**config.mk**
```make
export PLATFORM = sky130hd
export DESIGN_NAME = aud_clip_scheduler_flat
export DESIGN_NICKNAME = d
export VERILOG_FILES = /design/src/rtl/aud_clip_scheduler_if.sv /design/src/rtl/aud_clip_scheduler.sv /design/src/flat_wrapper.sv
export SDC_FILE = /design/constraint.sdc
export NUM_CORES = 1
export LEC_CHECK = 0
export ABC_AREA = 1
export CAP_MARGIN = 20
export CORE_MARGIN = 8
export CORE_UTILIZATION = 40
export CTS_BUF_LIST = sky130_fd_sc_hd__clkbuf_16
export DETAILED_ROUTE_END_ITERATION = 8
export PLACE_DENSITY = 0.65
export SETUP_SLACK_MARGIN = 0.4
export SLEW_MARGIN = 20
export SYNTH_ARGS = -nofsm -noshare
export SYNTH_HDL_FRONTEND = slang
export SYNTH_SLANG_ARGS = --single-unit
```
**constraint.sdc**
```tcl
create_clock -name i_clk -period 3 [get_ports i_clk]
set_input_delay 0.3 -clock i_clk [delete_from_list [all_inputs] [get_ports i_clk]]
set_output_delay 0.3 -clock i_clk [all_outputs]
set_load 0.05 [all_outputs]
```
**src/rtl/aud_clip_scheduler_if.sv**
```systemverilog
// Player-side handshake between the clip scheduler (master) and the audio clip player (slave).
interface aud_clip_scheduler_if;
  logic [1:0] o_sound_index;
  logic       o_start;
  logic       o_stop;
  logic       i_playing;
  logic       i_play_done;

  modport master (
    output o_sound_index, o_start, o_stop,
    input  i_playing, i_play_done
  );

  modport slave (
    input  o_sound_index, o_start, o_stop,
    output i_playing, i_play_done
  );
endinterface

```
**src/rtl/aud_clip_scheduler.sv**
```systemverilog
// Audio clip scheduler: arbitrates clip requests by fixed priority and sequences start/ack/play/gap.
// Define AUD_SCHED_PREEMPT_EN to let a higher-priority request stop the clip that is playing.
module aud_clip_scheduler #(
  parameter int GAP_CYCLES  = 1024,
  parameter int ACK_TIMEOUT = 16
) (
  input  logic                          i_clk,
  input  logic                          i_rst,
  input  logic                          i_init_done,
  input  logic [3:0]                    i_req,
  input  logic                          i_bg_en,
  output logic                          o_busy,
  output logic [3:0]                    o_pending,
  aud_clip_scheduler_if.master          player
);

  localparam int GAP_W = $clog2(GAP_CYCLES + 1);
  localparam int ACK_W = (ACK_TIMEOUT > 1) ? $clog2(ACK_TIMEOUT) : 1;
  localparam logic [GAP_W-1:0] GAP_TC   = GAP_W'(GAP_CYCLES);
  localparam logic [GAP_W-1:0] GAP_LAST = GAP_W'(GAP_CYCLES - 1);
  localparam logic [ACK_W-1:0] ACK_LAST = ACK_W'(ACK_TIMEOUT - 1);

  typedef enum logic [2:0] {
    S_INIT, S_IDLE, S_START, S_WAIT_ACK, S_PLAY, S_STOP, S_DRAIN, S_GAP
  } state_t;

  state_t           state;
  logic [3:0]       pending;
  logic [3:0]       clr_mask;
  logic [3:0]       bg_set;
  logic [1:0]       sound_index;
  logic             start_q;
  logic             stop_q;
  logic [ACK_W-1:0] ack_cnt;
  logic [GAP_W-1:0] gap_cnt;

  // DIE(3) > WIN(2) > KILL(1) > GAME(0)
  function automatic logic [1:0] top_prio(input logic [3:0] p);
    if (p[3])      return 2'd3;
    else if (p[2]) return 2'd2;
    else if (p[1]) return 2'd1;
    return 2'd0;
  endfunction

`ifdef AUD_SCHED_PREEMPT_EN
  function automatic logic outranks(input logic [3:0] p, input logic [1:0] idx);
    logic r;
    r = 1'b0;
    for (int k = 0; k < 4; k++)
      if (p[k] && (k > int'(idx))) r = 1'b1;
    return r;
  endfunction
`endif

  // Grant clears its bit while a same-cycle request for that clip re-sets it.
  always_comb begin
    clr_mask = '0;
    bg_set   = '0;
    if (state == S_IDLE) begin
      if (|pending)     clr_mask = 4'b0001 << top_prio(pending);
      else if (i_bg_en) bg_set   = 4'b0001;
    end
  end

  always_ff @(posedge i_clk) begin
    if (i_rst) begin
      state       <= S_INIT;
      pending     <= '0;
      sound_index <= '0;
      start_q     <= 1'b0;
      stop_q      <= 1'b0;
      ack_cnt     <= '0;
      gap_cnt     <= '0;
    end else begin
      pending <= (pending & ~clr_mask) | i_req | bg_set;
      start_q <= 1'b0;
      stop_q  <= 1'b0;
      case (state)
        S_INIT: if (i_init_done) state <= S_IDLE;
        S_IDLE: begin
          if (|pending) begin
            sound_index <= top_prio(pending);
            start_q     <= 1'b1;
            state       <= S_START;
          end
        end
        S_START: begin
          ack_cnt <= '0;
          state   <= S_WAIT_ACK;
        end
        S_WAIT_ACK: begin
          if (player.i_playing) begin
            state <= S_PLAY;
          end else if (ack_cnt == ACK_LAST) begin
            start_q <= 1'b1;
            state   <= S_START;
          end else begin
            ack_cnt <= ack_cnt + 1'b1;
          end
        end
        // Clip completion outranks preemption when both land in the same cycle.
        S_PLAY: begin
          if (player.i_play_done || !player.i_playing) begin
            gap_cnt <= '0;
            state   <= S_GAP;
          end
`ifdef AUD_SCHED_PREEMPT_EN
          else if (outranks(pending, sound_index)) begin
            stop_q <= 1'b1;
            state  <= S_STOP;
          end
`endif
        end
        S_STOP: state <= S_DRAIN;
        S_DRAIN: begin
          if (!player.i_playing) begin
            gap_cnt <= '0;
            state   <= S_GAP;
          end
        end
        S_GAP: begin
          if (gap_cnt != GAP_TC) gap_cnt <= gap_cnt + 1'b1;
          if (gap_cnt == GAP_LAST) state <= S_IDLE;
        end
        default: state <= S_INIT;
      endcase
    end
  end

  assign player.o_sound_index = sound_index;
  assign player.o_start       = start_q;
  assign player.o_stop        = stop_q;
  assign o_busy               = (state != S_INIT) && (state != S_IDLE);
  assign o_pending            = pending;

endmodule

```
**src/flat_wrapper.sv**
```systemverilog
// flat-port wrapper written by rule: the top's interface ports become plain ports
module aud_clip_scheduler_flat 
#(
  parameter int GAP_CYCLES  = 1024,
  parameter int ACK_TIMEOUT = 16
)
  (i_clk, i_rst, i_init_done, i_req, i_bg_en, o_busy, o_pending, player_o_sound_index, player_o_start, player_o_stop, player_i_playing, player_i_play_done);
  aud_clip_scheduler_if player_i ();
  input  logic i_clk;
  input  logic i_rst;
  input  logic i_init_done;
  input  logic [3:0] i_req;
  input  logic i_bg_en;
  output logic o_busy;
  output logic [3:0] o_pending;
  output wire logic [$bits(player_i.o_sound_index)-1:0] player_o_sound_index;
  output wire logic [$bits(player_i.o_start)-1:0] player_o_start;
  output wire logic [$bits(player_i.o_stop)-1:0] player_o_stop;
  input wire logic [$bits(player_i.i_playing)-1:0] player_i_playing;
  input wire logic [$bits(player_i.i_play_done)-1:0] player_i_play_done;
  assign player_o_sound_index = player_i.o_sound_index;
  assign player_o_start = player_i.o_start;
  assign player_o_stop = player_i.o_stop;
  assign player_i.i_playing = player_i_playing;
  assign player_i.i_play_done = player_i_play_done;
  aud_clip_scheduler #(.GAP_CYCLES(GAP_CYCLES), .ACK_TIMEOUT(ACK_TIMEOUT)) u_core (.i_clk(i_clk), .i_rst(i_rst), .i_init_done(i_init_done), .i_req(i_req), .i_bg_en(i_bg_en), .o_busy(o_busy), .o_pending(o_pending), .player(player_i));
endmodule
```
-- After elaboration in Yosys (flattened, before gate mapping)
Index checks and enable logic that the tools add are counted.
- RAM bits: 0
- input bits: 10
- memories kept: 0
- output and inout port bits: 9
- memory bits (read-only): 0
- word-level logic and storage cells: 82
- register bits: 25
- bits in latches: 0
- reductions and logical operators: 12
- divide/modulo/power cells: 0
- mux-type cells: 37
- shift operators: 1
- multipliers: 0
- $lt $le $gt $ge: 0
- bitwise gates (word level): 4
- $add $sub $neg: 2
- eq/ne operators: 20
- operators with widths (kind ; number):
    11-bit 2-to-1 mux ; 3
    11-bit one-hot mux with 3 select lines ; 1
    4-bit 2-to-1 mux ; 6
    3-bit one-hot mux with 8 select lines ; 1
    3-bit 2-to-1 mux ; 7
    2-bit 2-to-1 mux ; 7
    3-bit equality test (second input constant) ; 4
    11-bit by 1-bit adder with 11-bit output (second input constant) ; 1
    11-bit by 10-bit equality test with 1-bit output (second input constant) ; 1
    11-bit != test (second input constant) ; 1
    1-bit 2-to-1 mux ; 10
    2-bit != test (second input constant) ; 5
    4-bit bitwise OR ; 2
    4-bit one-hot mux with 2 select lines ; 1
    3-bit by 2-bit equality test with 1-bit output (second input constant) ; 2
    2-bit by 1-bit != test with 1-bit output (second input constant) ; 3
    6-bit AND reduction ; 1
    3-bit nonzero test ; 2
    4-bit by 1-bit adder with 4-bit output (second input constant) ; 1
    4-bit AND ; 1
    4-bit equality test (second input constant) ; 1
    4-bit NOT ; 1
    4-bit AND reduction ; 1
    4-bit OR reduction ; 1
    12 further kinds ; 12

-- Longest topological paths before layout
- depth after elaboration: 15
- mapped depth: 10
- gate-level depth less buffers: 10

-- Worst setup path before layout
No wires, ideal clock.
- kind: reg2reg
- start point: register u_core.pending[3], in the netlist u_core.o_pending[3]
- end point: register u_core.state[2]
- setup slack: 1612 ps
- arrival time: 1272 ps
- setup time: 116 ps
- stages on the path, launching flop included: 8
- cells stage by stage: dfxtp_1 > nor2_1 > nand2_1 > nor2_1 > nor2_1 > nand3_2 > nor2_1 > nor2_1
- cells in the longest elaborated chain, start to end: 3
- RTL lines (what ; line ; source):
    start: declaration ; aud_clip_scheduler.sv:28 ; logic [3:0] pending;
    start signal: assignment ; aud_clip_scheduler.sv:75 ; pending <= (pending & ~clr_mask) | i_req | bg_set;
    4-bit OR reduction ; aud_clip_scheduler.sv:81 ; if (|pending) begin
    2-bit != test (no source line) ; n/a ;
    6-bit AND reduction (no source line) ; n/a ;
    end signal: assignment ; aud_clip_scheduler.sv:79 ; S_INIT: if (i_init_done) state <= S_IDLE;
    end signal: assignment ; aud_clip_scheduler.sv:84 ; state <= S_START;
    end signal: assignment ; aud_clip_scheduler.sv:89 ; state <= S_WAIT_ACK;
    end: declaration ; aud_clip_scheduler.sv:27 ; state_t state;
Every way passes these cells.
A chain may end at the register's enable or synchronous reset.

-- Worst setup path in the final report
- start point: register u_core.state[2]
- end point: output o_busy
- cells in the longest elaborated chain, start to end: 2
- elaborated cells on any way between the ends: 3
- those cells by class: eq/ne (1); reduce/logical (2)
- RTL lines (what ; line ; source):
    start signal: assignment ; aud_clip_scheduler.sv:67 ; state <= S_INIT;
    start signal: assignment ; aud_clip_scheduler.sv:79 ;
    start signal: assignment ; aud_clip_scheduler.sv:84 ;
    3-bit by 1-bit != test with 1-bit output / 3-bit nonzero test (equally long branches) ; aud_clip_scheduler.sv:133 ; assign o_busy = (state != S_INIT) && (state != S_IDLE);
    1-bit logical AND (*) ; aud_clip_scheduler.sv:133 ;
    end: declaration ; flat_wrapper.sv:14 ; output logic o_busy;
Mark *: on every way between the ends. The rest lies on a longest branch, timed or not.

==> flow_summary.toml <==
[place]
dp_hpwl_microns = 2430
io_buffers = 17
gp_congestion = 0.928

[global_route]
grt_antenna_before_repair = 0
grt_pass1_vias = 1319
globalRoute.totalOverflow = 0
grt_pass1_wl_microns = 5800
grt_max_degree = 20
grt_usage = 0.111

[timing]
fmax_mhz = 448
tightest_slew_ps = 504
finClkSkew_ps = 2.63
slew_headroom = 0.663
timing_hold_violations_final = 0
drv_slew = 0
setup_viol_count_final = 0
rsz0062_at_grt = "no"
fin_tns_setup_ps = 0
period_share = 0.743
period_minus_slack_ps = 2230

[setup_path]
cp.arrival_ps = 1930
cp-startpoint = "u_core.state[2]$_SDFFE_PP0P_"
required_ps = 2700
crit_slowest_cell = "clkdlybuf4s50_1"
rr_worst_depth = 6
path_max_fanout = 8
crit_path_end = "o_busy"
cp_top_family = "buffers and inverters"
slowest_delay_ps = 790
rr_startpoint = "u_core.state[2]$_SDFFE_PP0P_"
crit_path_end_kind = "output pin"
reg2reg_slack_ps = 1370
critPathKind = "reg -> out"
rr_endpoint = "u_core.gap_cnt[8]$_SDFFE_PP0P_"
crit_cells = 5
critPathBufInv = 3
cp-start-kind = "flip-flop"
worstPathCellList = "inv_4 > nand3_1 > nand2_1 > inv_1 > clkdlybuf4s50_1"

[power_and_ir_drop]
ir_drop_mv = 0.543
pwr-share-seq = 0.341
power_switching_mw = 0.518
leakage_nw = 0.736
p_clk_frac = 0.239
p_comb_frac = 0.421
switching_share = 0.419
power_density_nw_per_um2 = 695
p_int_mw = 0.719

[detailed_routing]
finalWirelength_microns = 3200
wl_met3_microns = 119
wl_per_cell_microns = 10.8
ant_nets = 0
firstDrtPassIters = 4
top_layer = "met4"
drtIter0Drc = 74
drc = 0
viasPerCell = 4.76
wl_met2_microns = 1460
wl_met1_microns = 1600
vias = 1415

[clock_network]
clockRootBuffer = "clkbuf_16"
clock_path_buffers = 2
numCtsBuffers = 3
ctsHoldBuffers = 0
cts_setup_buffers = 0
clk_latency_ps = 260
cts_sinks = 25
cts_tree = "done"
path_clk_slew_ps = 60
cts_resized = 0
htreeDepth = 1

[floorplan]
coreArea_sq_um = 3630
dieHeight_microns = 77.2
ios = 19
start_util = 0.412
die_area_sq_um = 5950
rows = 22
chipWidth_microns = 77.2

[finish]
final_common_cell = "nand2_1"
layout_common_cells = "nand2_1, nor2_1, inv_1"
diodes = 0
utilization = 0.490
drive_above_1_share = 0.0763
nNetsFinal = 263
areaGrowthSynthToFinish_pct = 18.9

[logic_synthesis]
syn_area_sq_um = 1500
synth-xor-area-share = 0
synth_mux_area_frac = 0
ys_types = 28
ys_ff_latch = 25
synth-simple-area-share = 0.419
synth_nets = 245
synthAdderAreaFrac = 0.0251
synth-compound-area-share = 0.120
synth_warnings = 0
synth_top_family_by_area = "simple AND/OR/NAND/NOR gates"
yosysSeqAreaShare = 0.334
synth_cells = 232
avgSynthCellArea_sq_um = 6.45

[flow_run]
maxCapViolCount = 0

[run_status]
status = "completed"

[hold_path]
hold_path_class = "reg -> reg"
routing by layer:
layer  GRT usage  up-vias
met1       0.150      616
li1            -      773
met3      0.0280        4
met4      0.0283        0
met5           0        -
met2       0.170       22
synthesized netlist by cell type (all sizes together):
cell	count	area (sq um)
nand3b	1	7.51
or2	1	6.26
a21oi	21	105
ha	3	37.5
nor2	43	196
o21bai	1	7.51
dfxtp	25	500
o21ai	8	51.3
a211oi	1	7.51
nand4	4	25.0
nor3b	2	20.0
clkbuf	1	3.75
nand2	59	226
conb	1	3.75
inv	30	115
o211ai	1	7.51
nor3	1	5.00
buf	4	30.0
nand3	25	140
final cells by class:
cell class              instances  area, sq um
clock buffers                   3         75.1
clock inverters                 1         3.75
fillers                       391         1850
inverters                      30          115
multi-input cells             172          847
flip-flops and latches         25          500
well taps                      48         60.1
repair buffers                 18          178
kinds of logic after synthesis:
logic type / count (synthesis)
buf+inv: 35
other cells: 1
fa+ha+maj: 3
flops: 25
compound gates: 32
simple gates: 136
worst min-delay path, cell delays in order (launching register included):
cell and delay, ps:
dfxtp_1 310, nand2_1 60, a21oi_1 50
stage by stage:
stage / worst slack [ps] / cells / power, mW / hold WS [ps] / instance area [sq um]
2_1_floorplan: 1610 / 232 / 0.819 / 417 / 1500
4_1_cts: 782 / 297 / 1.24 / 468 / 1780
5_1_grt: 680 / 297 / 1.33 / 507 / 1780
3_5_place_dp: 1070 / 293 / 0.945 / 458 / 1700
3_3_place_gp: 1060 / 293 / 0.950 / 457 / 1700
6_report: 770 / 297 / 1.24 / 466 / 1780
how the worst min path moves through the flow:
stage | from | end | slack [ps] | cells after the start
floorplan | i_req[3] | u_core.o_pending[3]$_SDFF_PP0_ | 420 | 2
global placement | u_core.player.o_sound_index[1]$_SDFFE_PP0P_ | u_core.player.o_sound_index[1]$_SDFFE_PP0P_ | 460 | 2
detailed placement | u_core.player.o_sound_index[0]$_SDFFE_PP0P_ | u_core.player.o_sound_index[0]$_SDFFE_PP0P_ | 460 | 2
CTS | u_core.player.o_sound_index[0]$_SDFFE_PP0P_ | u_core.player.o_sound_index[0]$_SDFFE_PP0P_ | 470 | 2
global route | u_core.player.o_sound_index[0]$_SDFFE_PP0P_ | u_core.player.o_sound_index[0]$_SDFFE_PP0P_ | 510 | 2
finish | u_core.player.o_sound_index[0]$_SDFFE_PP0P_ | u_core.player.o_sound_index[0]$_SDFFE_PP0P_ | 470 | 2
registers in the layout, summed over array words and instances, names as in the netlist:
name                         flops
u_core.gap_cnt                  11
u_core.ack_cnt                   4
u_core.o_pending                 4
u_core.state                     3
u_core.player.o_sound_index      2
u_core.player.o_start            1
power by group through the flow:
stage / Sequential, mW / Combinational (mW) / Clock, mW
4_1_cts: 0.420 / 0.521 / 0.299
5_1_grt: 0.427 / 0.582 / 0.316
2_1_floorplan: 0.462 / 0.356 / 0
3_5_place_dp: 0.427 / 0.518 / 0
6_report: 0.421 / 0.520 / 0.295
3_3_place_gp: 0.426 / 0.524 / 0
Power figures use the tool's default switching activity.
